## src/rtl/boot_pkg.sv

```systemverilog
// boot_pkg: FSM state encoding and framing constants shared by the boot loader
// and its word packer.
package boot_pkg;

  typedef enum logic [2:0] {
    S_ADDR = 3'd0,
    S_LEN  = 3'd1,
    S_DATA = 3'd2,
    S_CSUM = 3'd3,
    S_DONE = 3'd4,
    S_ERR  = 3'd5
  } boot_state_t;

  localparam int HDR_BYTES  = 4;
  localparam int LANE_W     = 8;
  localparam int WORD_LANES = 4;

  // States in which the loader is willing to take a stream byte.
  function automatic logic accepts_bytes(input boot_state_t s);
    return (s == S_ADDR) || (s == S_LEN) || (s == S_DATA) || (s == S_CSUM);
  endfunction

endpackage

```

## src/rtl/boot_word_pack.sv

```systemverilog
// boot_word_pack: gathers payload bytes into little-endian words with byte
// strobes and emits a single-cycle write when a word fills or the image ends.
module boot_word_pack
  import boot_pkg::*;
(
  input  logic                         clk,
  input  logic                         rst,
  input  logic                         i_push,
  input  logic                         i_last,
  input  logic [1:0]                   i_lane,
  input  logic [LANE_W-1:0]            i_byte,
  input  logic [31:0]                  i_addr,
  output logic                         o_we,
  output logic [31:0]                  o_addr,
  output logic [LANE_W*WORD_LANES-1:0] o_data,
  output logic [WORD_LANES-1:0]        o_strb
);

  logic [LANE_W*WORD_LANES-1:0] r_acc;
  logic [WORD_LANES-1:0]        r_acc_strb;
  logic [LANE_W*WORD_LANES-1:0] w_data;
  logic [WORD_LANES-1:0]        w_strb;
  logic                         w_flush;

  // The incoming byte is merged combinationally so a full word can be
  // written in the same edge that accepts its last byte.
  generate
    for (genvar gi = 0; gi < WORD_LANES; gi++) begin : g_lane
      assign w_data[gi*LANE_W +: LANE_W] = (i_lane == 2'(gi)) ? i_byte
                                                             : r_acc[gi*LANE_W +: LANE_W];
      assign w_strb[gi] = (i_lane == 2'(gi)) | r_acc_strb[gi];
    end
  endgenerate

  assign w_flush = i_last | (i_lane == 2'(WORD_LANES - 1));

  always_ff @(posedge clk or posedge rst) begin
    if (rst) begin
      r_acc      <= '0;
      r_acc_strb <= '0;
      o_we       <= 1'b0;
      o_addr     <= '0;
      o_data     <= '0;
      o_strb     <= '0;
    end else begin
      o_we <= 1'b0;
      if (i_push) begin
        if (w_flush) begin
          o_we       <= 1'b1;
          o_addr     <= i_addr;
          o_data     <= w_data;
          o_strb     <= w_strb;
          r_acc      <= '0;
          r_acc_strb <= '0;
        end else begin
          r_acc      <= w_data;
          r_acc_strb <= w_strb;
        end
      end
    end
  end

endmodule

```

## src/rtl/boot_loader.sv

```systemverilog
// boot_loader: receives a framed image (base, length, payload) over a byte
// stream, writes it to RAM and releases the core. BOOT_LOADER_CHECKSUM_EN adds an XOR trailer.
module boot_loader
  import boot_pkg::*;
#(
  parameter logic [31:0] MEM_BASE = 32'h8000_0000,
  parameter logic [31:0] MEM_SIZE = 32'h0000_2024
) (
  input  logic        clk,
  input  logic        rst,
  input  logic [7:0]  rx_data,
  input  logic        rx_valid,
  output logic        rx_ready,
  output logic        mem_we,
  output logic [31:0] mem_addr,
  output logic [31:0] mem_wdata,
  output logic [3:0]  mem_wstrb,
  output logic        core_rst_n,
  output logic        done,
  output logic        err
);

  localparam logic [32:0] MEM_END = {1'b0, MEM_BASE} + {1'b0, MEM_SIZE};

`ifdef BOOT_LOADER_CHECKSUM_EN
  localparam boot_state_t S_PAY_END = S_CSUM;
  logic [7:0] r_csum;
`else
  localparam boot_state_t S_PAY_END = S_DONE;
`endif

  boot_state_t r_state;
  boot_state_t w_state_next;
  logic [31:0] r_base;
  logic [31:0] r_len;
  logic [31:0] r_idx;
  logic [1:0]  r_hdr_cnt;
  logic        r_rx_ready;
  logic        r_core_rst_n;

  logic        w_accept;
  logic        w_push;
  logic        w_hdr_last;
  logic        w_pay_last;
  logic [31:0] w_base_full;
  logic [31:0] w_len_full;
  logic [32:0] w_end;
  logic [31:0] w_word_addr;

  assign w_accept    = rx_valid & r_rx_ready;
  assign w_push      = w_accept & (r_state == S_DATA);
  assign w_hdr_last  = (r_hdr_cnt == 2'(HDR_BYTES - 1));
  assign w_base_full = {rx_data, r_base[23:0]};
  assign w_len_full  = {rx_data, r_len[23:0]};
  assign w_end       = {1'b0, r_base} + {1'b0, w_len_full};
  assign w_pay_last  = (r_idx == r_len - 32'd1);
  assign w_word_addr = r_base + {r_idx[31:2], 2'b00};

  always_comb begin
    w_state_next = r_state;
    if (w_accept) begin
      case (r_state)
        S_ADDR: if (w_hdr_last) begin
          if ((w_base_full[1:0] != 2'b00) || (w_base_full < MEM_BASE)) w_state_next = S_ERR;
          else w_state_next = S_LEN;
        end
        S_LEN: if (w_hdr_last) begin
          if (w_end > MEM_END) w_state_next = S_ERR;
          else if (w_len_full == 32'd0) w_state_next = S_PAY_END;
          else w_state_next = S_DATA;
        end
        S_DATA: if (w_pay_last) w_state_next = S_PAY_END;
`ifdef BOOT_LOADER_CHECKSUM_EN
        S_CSUM: begin
          if (rx_data == r_csum) w_state_next = S_DONE;
          else w_state_next = S_ERR;
        end
`endif
        default: w_state_next = r_state;
      endcase
    end
  end

  // When the final payload byte enters S_DONE, the core is released one
  // cycle later so it never sees RAM before the last write lands.
  always_ff @(posedge clk or posedge rst) begin
    if (rst) begin
      r_state      <= S_ADDR;
      r_base       <= '0;
      r_len        <= '0;
      r_idx        <= '0;
      r_hdr_cnt    <= '0;
      r_rx_ready   <= 1'b0;
      r_core_rst_n <= 1'b0;
`ifdef BOOT_LOADER_CHECKSUM_EN
      r_csum       <= '0;
`endif
    end else begin
      r_state      <= w_state_next;
      r_rx_ready   <= accepts_bytes(w_state_next);
      r_core_rst_n <= r_core_rst_n | (r_state == S_DONE)
                    | ((w_state_next == S_DONE) & ~w_push);
      if (w_accept) begin
        case (r_state)
          S_ADDR: begin
            r_base[{r_hdr_cnt, 3'b000} +: 8] <= rx_data;
            r_hdr_cnt <= r_hdr_cnt + 2'd1;
          end
          S_LEN: begin
            r_len[{r_hdr_cnt, 3'b000} +: 8] <= rx_data;
            r_hdr_cnt <= r_hdr_cnt + 2'd1;
          end
          S_DATA: begin
            r_idx <= r_idx + 32'd1;
`ifdef BOOT_LOADER_CHECKSUM_EN
            r_csum <= r_csum ^ rx_data;
`endif
          end
          default: ;
        endcase
      end
    end
  end

  boot_word_pack u_pack (
    .clk    (clk),
    .rst    (rst),
    .i_push (w_push),
    .i_last (w_pay_last),
    .i_lane (r_idx[1:0]),
    .i_byte (rx_data),
    .i_addr (w_word_addr),
    .o_we   (mem_we),
    .o_addr (mem_addr),
    .o_data (mem_wdata),
    .o_strb (mem_wstrb)
  );

  assign rx_ready   = r_rx_ready;
  assign core_rst_n = r_core_rst_n;
  assign done       = (r_state == S_DONE);
  assign err        = (r_state == S_ERR);

endmodule

```

## config.mk

```make
export PLATFORM = sky130hd
export DESIGN_NAME = boot_loader
export DESIGN_NICKNAME = d
export VERILOG_FILES = /design/src/rtl/boot_pkg.sv /design/src/rtl/boot_word_pack.sv /design/src/rtl/boot_loader.sv
export SDC_FILE = /design/constraint.sdc
export NUM_CORES = 1
export LEC_CHECK = 0
export BUFFER_PORTS_ARGS = -buffer_cell sky130_fd_sc_hd__buf_2
export CAP_MARGIN = 40
export CORE_ASPECT_RATIO = 0.9
export CORE_MARGIN = 10
export CORE_UTILIZATION = 25
export CTS_CLUSTER_DIAMETER = 150
export CTS_CLUSTER_SIZE = 40
export DETAILED_ROUTE_END_ITERATION = 8
export SLEW_MARGIN = 20
export SYNTH_ARGS = -nofsm -noshare
export SYNTH_HDL_FRONTEND = slang
export SYNTH_SLANG_ARGS = --single-unit
```

## constraint.sdc

```tcl
create_clock -name clk -period 12.82 [get_ports clk]
set_input_delay 2.564 -clock clk [delete_from_list [all_inputs] [get_ports clk]]
set_output_delay 2.564 -clock clk [all_outputs]
set_load 0.01 [all_outputs]
```

==> run metrics, run 1 <==
CP bufs+invs=1; Worst-Skew Late Latency=about 0.5 ns; largest net degree at the start of global routing=100; Crit-path slowest cell=or4b_2; share of the synthesized area in the top cell type=between 30 and 40%; mean area per synthesized cell=9.39 um^2; MaxCap Viol Count=0; critical path data required time=~13 ns; starting density of the core=roughly 25%; die height=238 um; final setup violation count=0; Yosys top cell by area=dfrtp_1; worst setup margin=~7.2 ns; pre-CTS setup slack=6.73 ns; status=finished clean; NetSw=~1.3 mW; PwrDens=between 150 and 200 nW/um^2; Core ar.=51900 um^2; Syn Nets=between 1000 and 1500; critical path data arrival time=5.98 ns; #FFs+latches synth=approximately 210; share of cells above drive strength 1=approximately an eighth; Vias=roughly 11000; drt wl/cell=between 15 and 20 um; Cell Area, Synth=roughly 13000 um^2; Power Internal=roughly 1.5 mW; Cells after Synth=approximately 1400; Antenna Violating Nets Remaining=0; actual slew at the worst max-slew pin=around 0.85 ns; Cell Chain, Critical Path=buf_2 > ha_1 > nand2_1 > o21ai_0 > and3b_1 > a21oi_1 > xor2_1 > or4b_2 > nor4_1 > nor2_1 > a211oi_1 > o31ai_1; Post-synth top flop=dfrtp_1; CTS tree=yes; die width=262 um; hold crit path type=flop to flop; clock transition at the registers of the reported paths=0.15 ns; Synth-to-Final Area Change=11.2%; GRT overflow=0; final hold slack=roughly 0.5 ns; Comb pwr share=between 50% and 60%; sum of net half-perimeters after detailed placement=approximately 32000 um; Setup Fix Bufs, Post-CTS=0; vias in the first global route=between 10000 and 15000; asr flop ratio synth=100%; Root Driver=clkbuf_16; DR iter-0 viols=between 900 and 1000; CP Class=input port to flop; CTS buffer count=9; Worst Skew=~0.066 ns; CTS H-tree lvls=1; wire length of the first global-routing pass=63400 um; multi-input logic area=between 7000 and 8000 um^2; via/cell ratio=between 5 and 6; Synth Warn #=0; Worst slew margin=42.7%; GRT Util Overall=approximately an eighth; CTS Buffer Depth=3; CTS-repair resized insts=0; Final Util=~28%; I/O Pins=84; Final nets=1531; Static Leak=about 6.8 nW; initial antenna violation count=6; final WL=41500 um; fin crit share=a little over two fifths; RSZ-0062 raised after global routing=no; sequential area share after synthesis=between 30% and 40%; clock share of power=12.7%; post-synthesis cell type count=73; critical-path maximum fanout=12; part of the power in registers=32.7%; GPL Wtd Cong=0.896; DRT Pass-1 Iters=5; synth top area cells=dfrtp_1, ha_1, nand2_1; fmax=roughly 180 MHz; Critical Path Start Type=input port; die area=approximately 62000 um^2; register area=5200 um^2; Fillers=~5400; row count=just under 80; EDFF count, synth=0; Hold-fix buffers, CTS=0; Fin. Hold Viols=0; detailed-route DRC error count=0; setup TNS=0 ns; min cycle time layout=~5.6 ns; switch share=a little under half; crit-path max cell delay=roughly 0.64 ns; CP endpoint kind=flop; clock sink total=208; Final Max Slew Viols=0; IO buf count=just over 80; Top Family by Delay on Critical Path=simple AND/OR/NAND/NOR gates; peak supply drop=approximately 0.094 mV
-- routing by layer --
layer  wire length [um]  share of wire [%]  GRT usage [%]
met2              18700                 45           20.3
met1              19400                 47           17.9
met3               2430                5.9           2.27
met5                 26              0.063              0
met4                874                2.1           2.89
-- kinds of logic after synthesis --
kind of cell | after synthesis | share of synthesized area, %
buf+inv | 92 | 2.72
flops | 208 | 39.5
compound gates | 361 | 18.0
fa+ha+maj | 73 | 7.04
xor+xnor | 111 | 7.37
mux | 93 | 7.58
simple gates | 466 | 17.8
-- synth_stat cells, drive strengths merged, types with 12 or more instances --
master	n
nor3	30
and3	12
o31ai	15
a21o	30
nand4	29
clkbuf	51
xnor2	66
nor4	22
nand2b	18
dfrtp	208
nand2	154
nor2	95
o21a	13
xor2	45
mux2i	38
a21oi	75
ha	71
nand3	30
o21ai	105
and2	14
buf	13
a22o	41
mux2	55
inv	28
-- power by group through the flow --
stage	Clock (mW)	Sequential [mW]	Combinational (mW)
after floorplan	0	0.853	1.14
after global placement	0	0.914	1.48
after detailed placement	0	0.916	1.49
after CTS	0.368	0.903	1.50
after global routing	0.390	0.922	1.65
final	0.353	0.905	1.51
-- final cells by class --
type | count | area share, %
clock inverter | 1 | 0.205
timing repair buffer | 96 | 4.03
inverter | 28 | 0.768
clock buffer | 9 | 1.54
tap | 688 | 5.87
multi-input combinational | 1104 | 52.1
sequential | 208 | 35.5
antenna | 3 | 0.0512
-- worst register-to-register path: cells and delay by family, from the launching register on --
family | cells | cell delay (ns)
AOI/OAI and AO/OA | 3 | 0.43
DFF | 1 | 0.52
and+or+nand+nor | 8 | 3.34
buffers and inverters | 2 | 0.55
-- stage by stage --
stage / cell area, um^2 / total power [mW] / cells
2_1_floorplan: 13200 / 1.99 / 1404
3_3_place_gp: 14300 / 2.39 / 2119
3_5_place_dp: 14400 / 2.41 / 2124
6_report: 14700 / 2.77 / 2137
4_1_cts: 14700 / 2.77 / 2134
5_1_grt: 14700 / 2.97 / 2136
-- path summary, 6_finish.rpt --
check / start / to / slack [ns] / cells past startpoint
setup / recovery: rx_data[0] / core_rst_n$_DFF_PP0_ / 7.23 / 12
hold / removal: u_pack.r_acc[25]$_DFFE_PP0P_ / u_pack.r_acc[25]$_DFFE_PP0P_ / 0.50 / 1
setup reg to reg: r_len[4]$_DFFE_PP0P_ / u_pack.o_data[16]$_DFFE_PP0P_ / 7.81 / 13
hold reg to reg: u_pack.r_acc[25]$_DFFE_PP0P_ / u_pack.r_acc[25]$_DFFE_PP0P_ / 0.50 / 1
max in group asynchronous: rst / u_pack.r_acc[12]$_DFFE_PP0P_ / 9.79 / 4
min in group asynchronous: rst / u_pack.o_addr[4]$_DFFE_PP0P_ / 1.99 / 2
-- layout by cell type, fill, tap and decap left out, types with 38 or more instances in the layout --
master,synthesis,final
a21oi_1,75,75
a22o_1,41,41
buf_2,11,84
dfrtp_1,208,208
ha_1,71,71
mux2_2,51,51
mux2i_1,38,38
nand2_1,154,154
nor2_1,95,95
o21ai_0,38,38
o21ai_1,66,66
xnor2_1,66,66
xor2_1,45,45
-- sequential cells by signal (all words and copies together), names as in the netlist, 4 cells and up --
signal and flops:
r_len 32, u_pack.o_strb 4, r_base 32, r_idx 32, u_pack.r_acc_strb 4, u_pack.r_acc 32, u_pack.o_addr 32, u_pack.o_data 32
No activity file was read; power rests on OpenSTA's default activity.
==> inputs of run 2 (changes only) <==
==> constraint.sdc (replaced) <==
create_clock -name clk -period 5.47 [get_ports clk]
set_input_delay 1.094 -clock clk [delete_from_list [all_inputs] [get_ports clk]]
set_output_delay 1.094 -clock clk [all_outputs]
set_load 0.01 [all_outputs]
==> run metrics, run 2 (synthesis gave the netlist of run 1 again) <==
Cell Chain, Critical Path=ha_1 > fa_1 > a211oi_1 > o21ai_0 > a21oi_1 > o41ai_1 > a21oi_1 > xor2_1 > or4b_2 > nor4_1 > nor2_1 > a211oi_1 > o31ai_1; final hold slack=0.484 ns; share of cells above drive strength 1=between 10% and 20%; CTS-repair resized insts=0; critical-path maximum fanout=6; largest net degree at the start of global routing=between 100 and 150; final WL=around 42000 um; Final Max Slew Viols=0; initial antenna violation count=2; I/O Pins=84; register area=~5200 um^2; CTS buffer count=9; fin crit share=between 80% and 90%; via/cell ratio=~5.1; Worst slew margin=a little over two fifths; hold crit path type=flop to flop; final total power=roughly 6.5 mW; IO buf count=83; CTS H-tree lvls=1; Crit-path slowest cell=or4b_2; die width=262 um; CTS Buffer Depth=3; multi-input logic area=7640 um^2; CP Class=flop to flop; clock sink total=about 210; drt wl/cell=about 19 um; Critical Path Start Type=flop; critical path data arrival time=5.09 ns; GPL Wtd Cong=about 0.94; critical path data required time=between 5 and 6 ns; CP bufs+invs=0; PwrDens=roughly 440 nW/um^2; crit-path max cell delay=slightly above 0.6 ns; Worst Skew=a little under 0.07 ns; Setup Fix Bufs, Post-CTS=0; actual slew at the worst max-slew pin=between 0.8 and 0.9 ns; Fillers=~5500; die height=238 um; Hold-fix buffers, CTS=0; row count=79; sum of net half-perimeters after detailed placement=32300 um; Root Driver=clkbuf_16; # diodes=0; Static Leak=approximately 6.8 nW; die area=62300 um^2; most frequent cells in the layout=dfrtp_1, nand2_1, nor2_1; Synth-to-Final Area Change=11.2%; vias in the first global route=roughly 11000; clock transition at the registers of the reported paths=0.15 ns; DR iter-0 viols=1051; final setup violation count=0; Top Family by Delay on Critical Path=compound AO/OA/AOI/OAI gates; final cell count without fillers=approximately 2100; peak supply drop=about 0.24 mV; Inst Count DP=approximately 2100; MaxCap Viol Count=0; Antenna Violating Nets Remaining=0; Fin. Hold Viols=0; CP endpoint kind=flop; Final nets=1536; commonest non-fill, non-tap cell in the layout=dfrtp_1; Core ar.=51900 um^2; DRT Pass-1 Iters=5; CTS tree=yes; GRT Util Overall=about an eighth; fmax=around 210 MHz; Worst-Skew Late Latency=0.50 ns; status=finished clean; starting density of the core=between 20% and 30%; Vias=10900; GRT overflow=0; min cycle time layout=around 4.7 ns; setup TNS=0 ns; RSZ-0062 raised after global routing=no; detailed-route DRC error count=0; wire length of the first global-routing pass=65400 um
[run 2: changes by cell type in the layout (fill, tap and decap cells not counted), sizes merged]
cell	before	now
buf	96	100
diode	3	0
clkinvlp	0	1
clkdlybuf4s15	0	1
inv	28	27
[run 2: tightest hold or removal path: cells and delay by family (launching register included)]
kind | cells | cell delay [ns]
compound gates | 1 | 0.11
flops | 1 | 0.35
mux | 1 | 0.07
[run 2: final timing paths]
check | to | depth (start not counted) | start | slack [ns]
min reg2reg | u_pack.o_data[25]$_DFFE_PP0P_ | 2 | u_pack.r_acc[25]$_DFFE_PP0P_ | 0.48
max reg2reg | core_rst_n$_DFF_PP0_ | 13 | r_len[0]$_DFFE_PP0P_ | 0.74
min | u_pack.o_data[25]$_DFFE_PP0P_ | 2 | u_pack.r_acc[25]$_DFFE_PP0P_ | 0.48
min in group asynchronous | r_len[5]$_DFFE_PP0P_ | 2 | rst | 0.58
max | core_rst_n$_DFF_PP0_ | 13 | r_len[0]$_DFFE_PP0P_ | 0.74
max in group asynchronous | r_base[25]$_DFFE_PP0P_ | 3 | rst | 3.98
[run 2: layout make-up]
class / count / area share, %
Clock buffer: 9 / 1.54
Clock inverter: 1 / 0.205
Inverter: 28 / 0.742
Multi-Input combinational cell: 1104 / 52.1
Sequential cell: 208 / 35.5
Tap cell: 688 / 5.87
Timing Repair Buffer: 101 / 4.07
[run 2: per-layer routing]
metal / wire length (um) / global-route usage, % / up-vias
met5: 0 / 0 / -
met4: 1200 / 3.69 / 0
li1: - / - / 5200
met3: 2000 / 1.77 / 57
met2: 18200 / 20.2 / 276
met1: 20100 / 19.0 / 5394
[run 2: metrics by stage]
step | instance area, um^2 | setup WS (ns) | util (%)
floorplan | 13200 | 1.48 | -
global placement | 14400 | 0.714 | 27.7
detailed placement | 14400 | 0.793 | 27.8
CTS | 14700 | 0.751 | 28.3
global route | 14700 | 0.491 | 28.3
finish | 14700 | 0.741 | 28.3
[run 2: power by group]
group          switching, mW  internal, mW  total (mW)
clock network          0.506         0.311       0.817
registers              0.375          1.76        2.13
logic                   2.13          1.43        3.56
total                   3.01          3.50        6.51
==> inputs of run 3 (changes only) <==
--- a/config.mk
+++ b/config.mk
@@ -5,6 +5,7 @@
 export SDC_FILE = /design/constraint.sdc
 export NUM_CORES = 1
 export LEC_CHECK = 0
+export ABC_AREA = 1
 export BUFFER_PORTS_ARGS = -buffer_cell sky130_fd_sc_hd__buf_2
 export CAP_MARGIN = 40
 export CORE_ASPECT_RATIO = 0.9
==> run metrics, run 3 <==
Fillers=around 5900; Power Internal=1.87 mW; CTS tree=yes; sequential area share after synthesis=38.0%; asr flop ratio synth=100%; status=finished clean; Hold-fix buffers, CTS=0; EDFF count, synth=0; detailed-route DRC error count=0; clock transition at the registers of the reported paths=0.14 ns; Static Leak=7.74 nW; setup TNS=0 ns; simple-gate portion of the synthesized area=between 20% and 30%; list of most frequent post-synthesis cells=nand2_1, inv_1, dfrtp_1; worst reg2reg setup slack=about 1.3 ns; Worst-Skew Late Latency=~0.5 ns; starting density of the core=between 20% and 30%; switch share=between 20% and 30%; hold crit path type=flop to flop; vias in the first global route=11800; CTS buffer count=9; synth top area cells=dfrtp_1, nand2_1, ha_1; adder-cell share of the synthesized area=6.77%; GRT overflow=0; CTS-repair resized insts=0; Cells after Synth=~1800; part of the power in registers=a little over three fifths; peak supply drop=between 0.15 and 0.2 mV; Synth-to-Final Area Change=10.5%; I/O Pins=84; Antenna Violating Nets Remaining=0; critical path data arrival time=approximately 4.6 ns; register area=5200 um^2; wire length of the first global-routing pass=between 60000 and 70000 um; Cell Area, Synth=13700 um^2; fin crit share=76.8%; clock share of power=between 30% and 40%; DR iter-0 viols=730; PwrDens=roughly 160 nW/um^2; GRT Util Overall=approximately an eighth; Final Max Slew Viols=0; CP bufs+invs=5; Crit-path slowest cell=dfrtp_1; Core ar.=between 50000 and 60000 um^2; mean area per synthesized cell=around 7.5 um^2; Post-synth top flop=dfrtp_1; IO buf count=83; CTS H-tree lvls=1; min cycle time layout=4.20 ns; Comb pwr share=3.2%; Inst Count DP=~2600; pre-CTS setup slack=1.26 ns; most frequent cells in the layout=nand2_1, inv_1, dfrtp_1; multi-input logic area=between 7000 and 8000 um^2; die width=267 um; #FFs+latches synth=~210; Worst R2R End=u_pack.o_data[29]$_DFFE_PP0P_; Critical Path Start Type=flop; initial antenna violation count=2; share of cells above drive strength 1=under 10%; drt wl/cell=15.4 um; Vias=12100; NetSw=0.579 mW; final WL=~40000 um; Final nets=between 1500 and 2000; Worst Skew=0.0199 ns; final setup violation count=0; clock sink total=around 210; Setup Fix Bufs, Post-CTS=0; Synth Area in Compound Gates=10.8%; RSZ-0062 raised after global routing=no; final cell count without fillers=roughly 2600; share of the synthesized area in the top cell type=between 30% and 40%; Yosys top cell by area=dfrtp_1; Synth Warn #=0; worst setup margin=1.27 ns; Root Driver=clkbuf_16; CP endpoint=u_pack.o_data[29]$_DFFE_PP0P_; actual slew at the worst max-slew pin=between 0.8 and 0.9 ns; Worst slew margin=a little over two fifths; CTS Buffer Depth=3; Crit path depth=22; final total power=between 2 and 2.5 mW; Non-Filler Cell Area, Final=~15000 um^2; placed cell area=between 10000 and 15000 um^2; via/cell ratio=4.64; CP endpoint kind=flop; die area=64600 um^2; commonest non-fill, non-tap cell in the layout=nand2_1; CP Class=flop to flop; # diodes=0; Cell Chain, Critical Path=inv_1 > ha_1 > nand2_1 > nor2_1 > nand2_1 > nor2_1 > nand2_1 > inv_1 > nor2_1 > nand2_1 > nand2_1 > nor2_1 > nand3_1 > nor2_2 > nand2_2 > nand2_4 > inv_2 > nor2_4 > inv_4 > buf_4 > nand2_1 > o21ai_1; Post-Synth XOR/XNOR Area=~6.6%; GPL Wtd Cong=between 0.9 and 1; largest family of logic cells by synthesized area=simple AND/OR/NAND/NOR gates; critical-path maximum fanout=68; Fin. Hold Viols=0; Final Util=27.9%; MaxCap Viol Count=0; critical path data required time=5.82 ns; sum of net half-perimeters after detailed placement=approximately 32000 um; largest net degree at the start of global routing=approximately 150; fmax=238 MHz; DRT Pass-1 Iters=6; most frequent cell on the critical path=nand2_1; final hold slack=0.492 ns; post-synthesis cell type count=45; crit path from=r_len[1]$_DFFE_PP0P_; count leader, synth=nand2_1; multiplexer share of the synthesized area=between 2 and 3%; Reg2Reg Launch Point=r_len[1]$_DFFE_PP0P_; Syn Nets=roughly 1900; crit-path max cell delay=0.44 ns; die height=242 um; Top Family by Delay on Critical Path=simple AND/OR/NAND/NOR gates; number of cells on the worst reg-to-reg path=22; row count=81
-- run 3: cell count changes after synthesis, moves of 29 or more --
cell | before | now
a22o_1 | 41 | 0
nand2_1 | 154 | 546
nor2_1 | 95 | 186
a21o_1 | 30 | 1
inv_1 | 28 | 209
mux2i_1 | 38 | 0
xnor2_1 | 66 | 28
clkbuf_1 | 51 | 14
nand3_1 | 30 | 85
o21ai_0 | 38 | 80
-- run 3: area by class of cell --
cell class,instances,area share [%]
Multi-Input combinational cell,1382,49.5
Timing Repair Buffer,89,3.12
Clock inverter,3,0.264
Inverter,218,5.44
Clock buffer,9,1.49
Sequential cell,208,34.4
Tap cell,705,5.82
-- run 3: worst min-delay path by stage --
stage | startpoint | end | slack (ns) | cells past startpoint
after CTS | u_pack.o_addr[2]$_DFFE_PP0P_ | u_pack.o_addr[2]$_DFFE_PP0P_ | 0.49 | 2
final | u_pack.o_addr[2]$_DFFE_PP0P_ | u_pack.o_addr[2]$_DFFE_PP0P_ | 0.49 | 2
after detailed placement | u_pack.o_addr[2]$_DFFE_PP0P_ | u_pack.o_addr[2]$_DFFE_PP0P_ | 0.46 | 2
after global routing | u_pack.r_acc[29]$_DFFE_PP0P_ | u_pack.r_acc[29]$_DFFE_PP0P_ | 0.52 | 2
after floorplan | u_pack.r_acc[0]$_DFFE_PP0P_ | u_pack.r_acc[0]$_DFFE_PP0P_ | 0.45 | 2
after global placement | u_pack.r_acc[5]$_DFFE_PP0P_ | u_pack.r_acc[5]$_DFFE_PP0P_ | 0.46 | 2
-- run 3: worst reg2reg max path, cell delays in order (launching register included) --
cell     delay, ns
dfrtp_1       0.44
inv_1         0.15
ha_1          0.23
nand2_1       0.16
nor2_1        0.33
nand2_1       0.10
nor2_1        0.18
nand2_1       0.07
inv_1         0.07
nor2_1        0.04
nand2_1       0.12
nand2_1       0.07
nor2_1        0.11
nand3_1       0.09
nor2_2        0.15
nand2_2       0.10
nand2_4       0.30
inv_2         0.09
nor2_4        0.29
inv_4         0.31
buf_4         0.42
nand2_1       0.16
o21ai_1       0.07
-- run 3: power groups by stage --
stage | Combinational (mW) | Clock (mW) | Sequential [mW]
2_1_floorplan | 0.0447 | 0 | 1.57
5_1_grt | 0.0897 | 0.912 | 1.54
6_report | 0.0785 | 0.833 | 1.54
3_5_place_dp | 0.0821 | 0 | 1.57
4_1_cts | 0.0822 | 0.868 | 1.54
3_3_place_gp | 0.0810 | 0 | 1.57
-- run 3: routing by layer --
layer | wire, um | global-route usage [%] | vias to the layer above
met5 | 0 | 0 | -
met4 | 648 | 2.40 | 0
met3 | 1490 | 0.984 | 30
met2 | 18500 | 20.2 | 251
met1 | 19700 | 17.2 | 5788
li1 | - | - | 6064
-- run 3: logic make-up (layout without fill, tap and decap cells) --
kind of cell | count (synthesis) | after routing
AOI/OAI and AO/OA | 266 | 266
muxes | 35 | 35
and+or+nand+nor | 907 | 907
adders and majority gates | 73 | 73
buffers and inverters | 250 | 319
xor gates and xnor gates | 101 | 101
DFF | 208 | 208
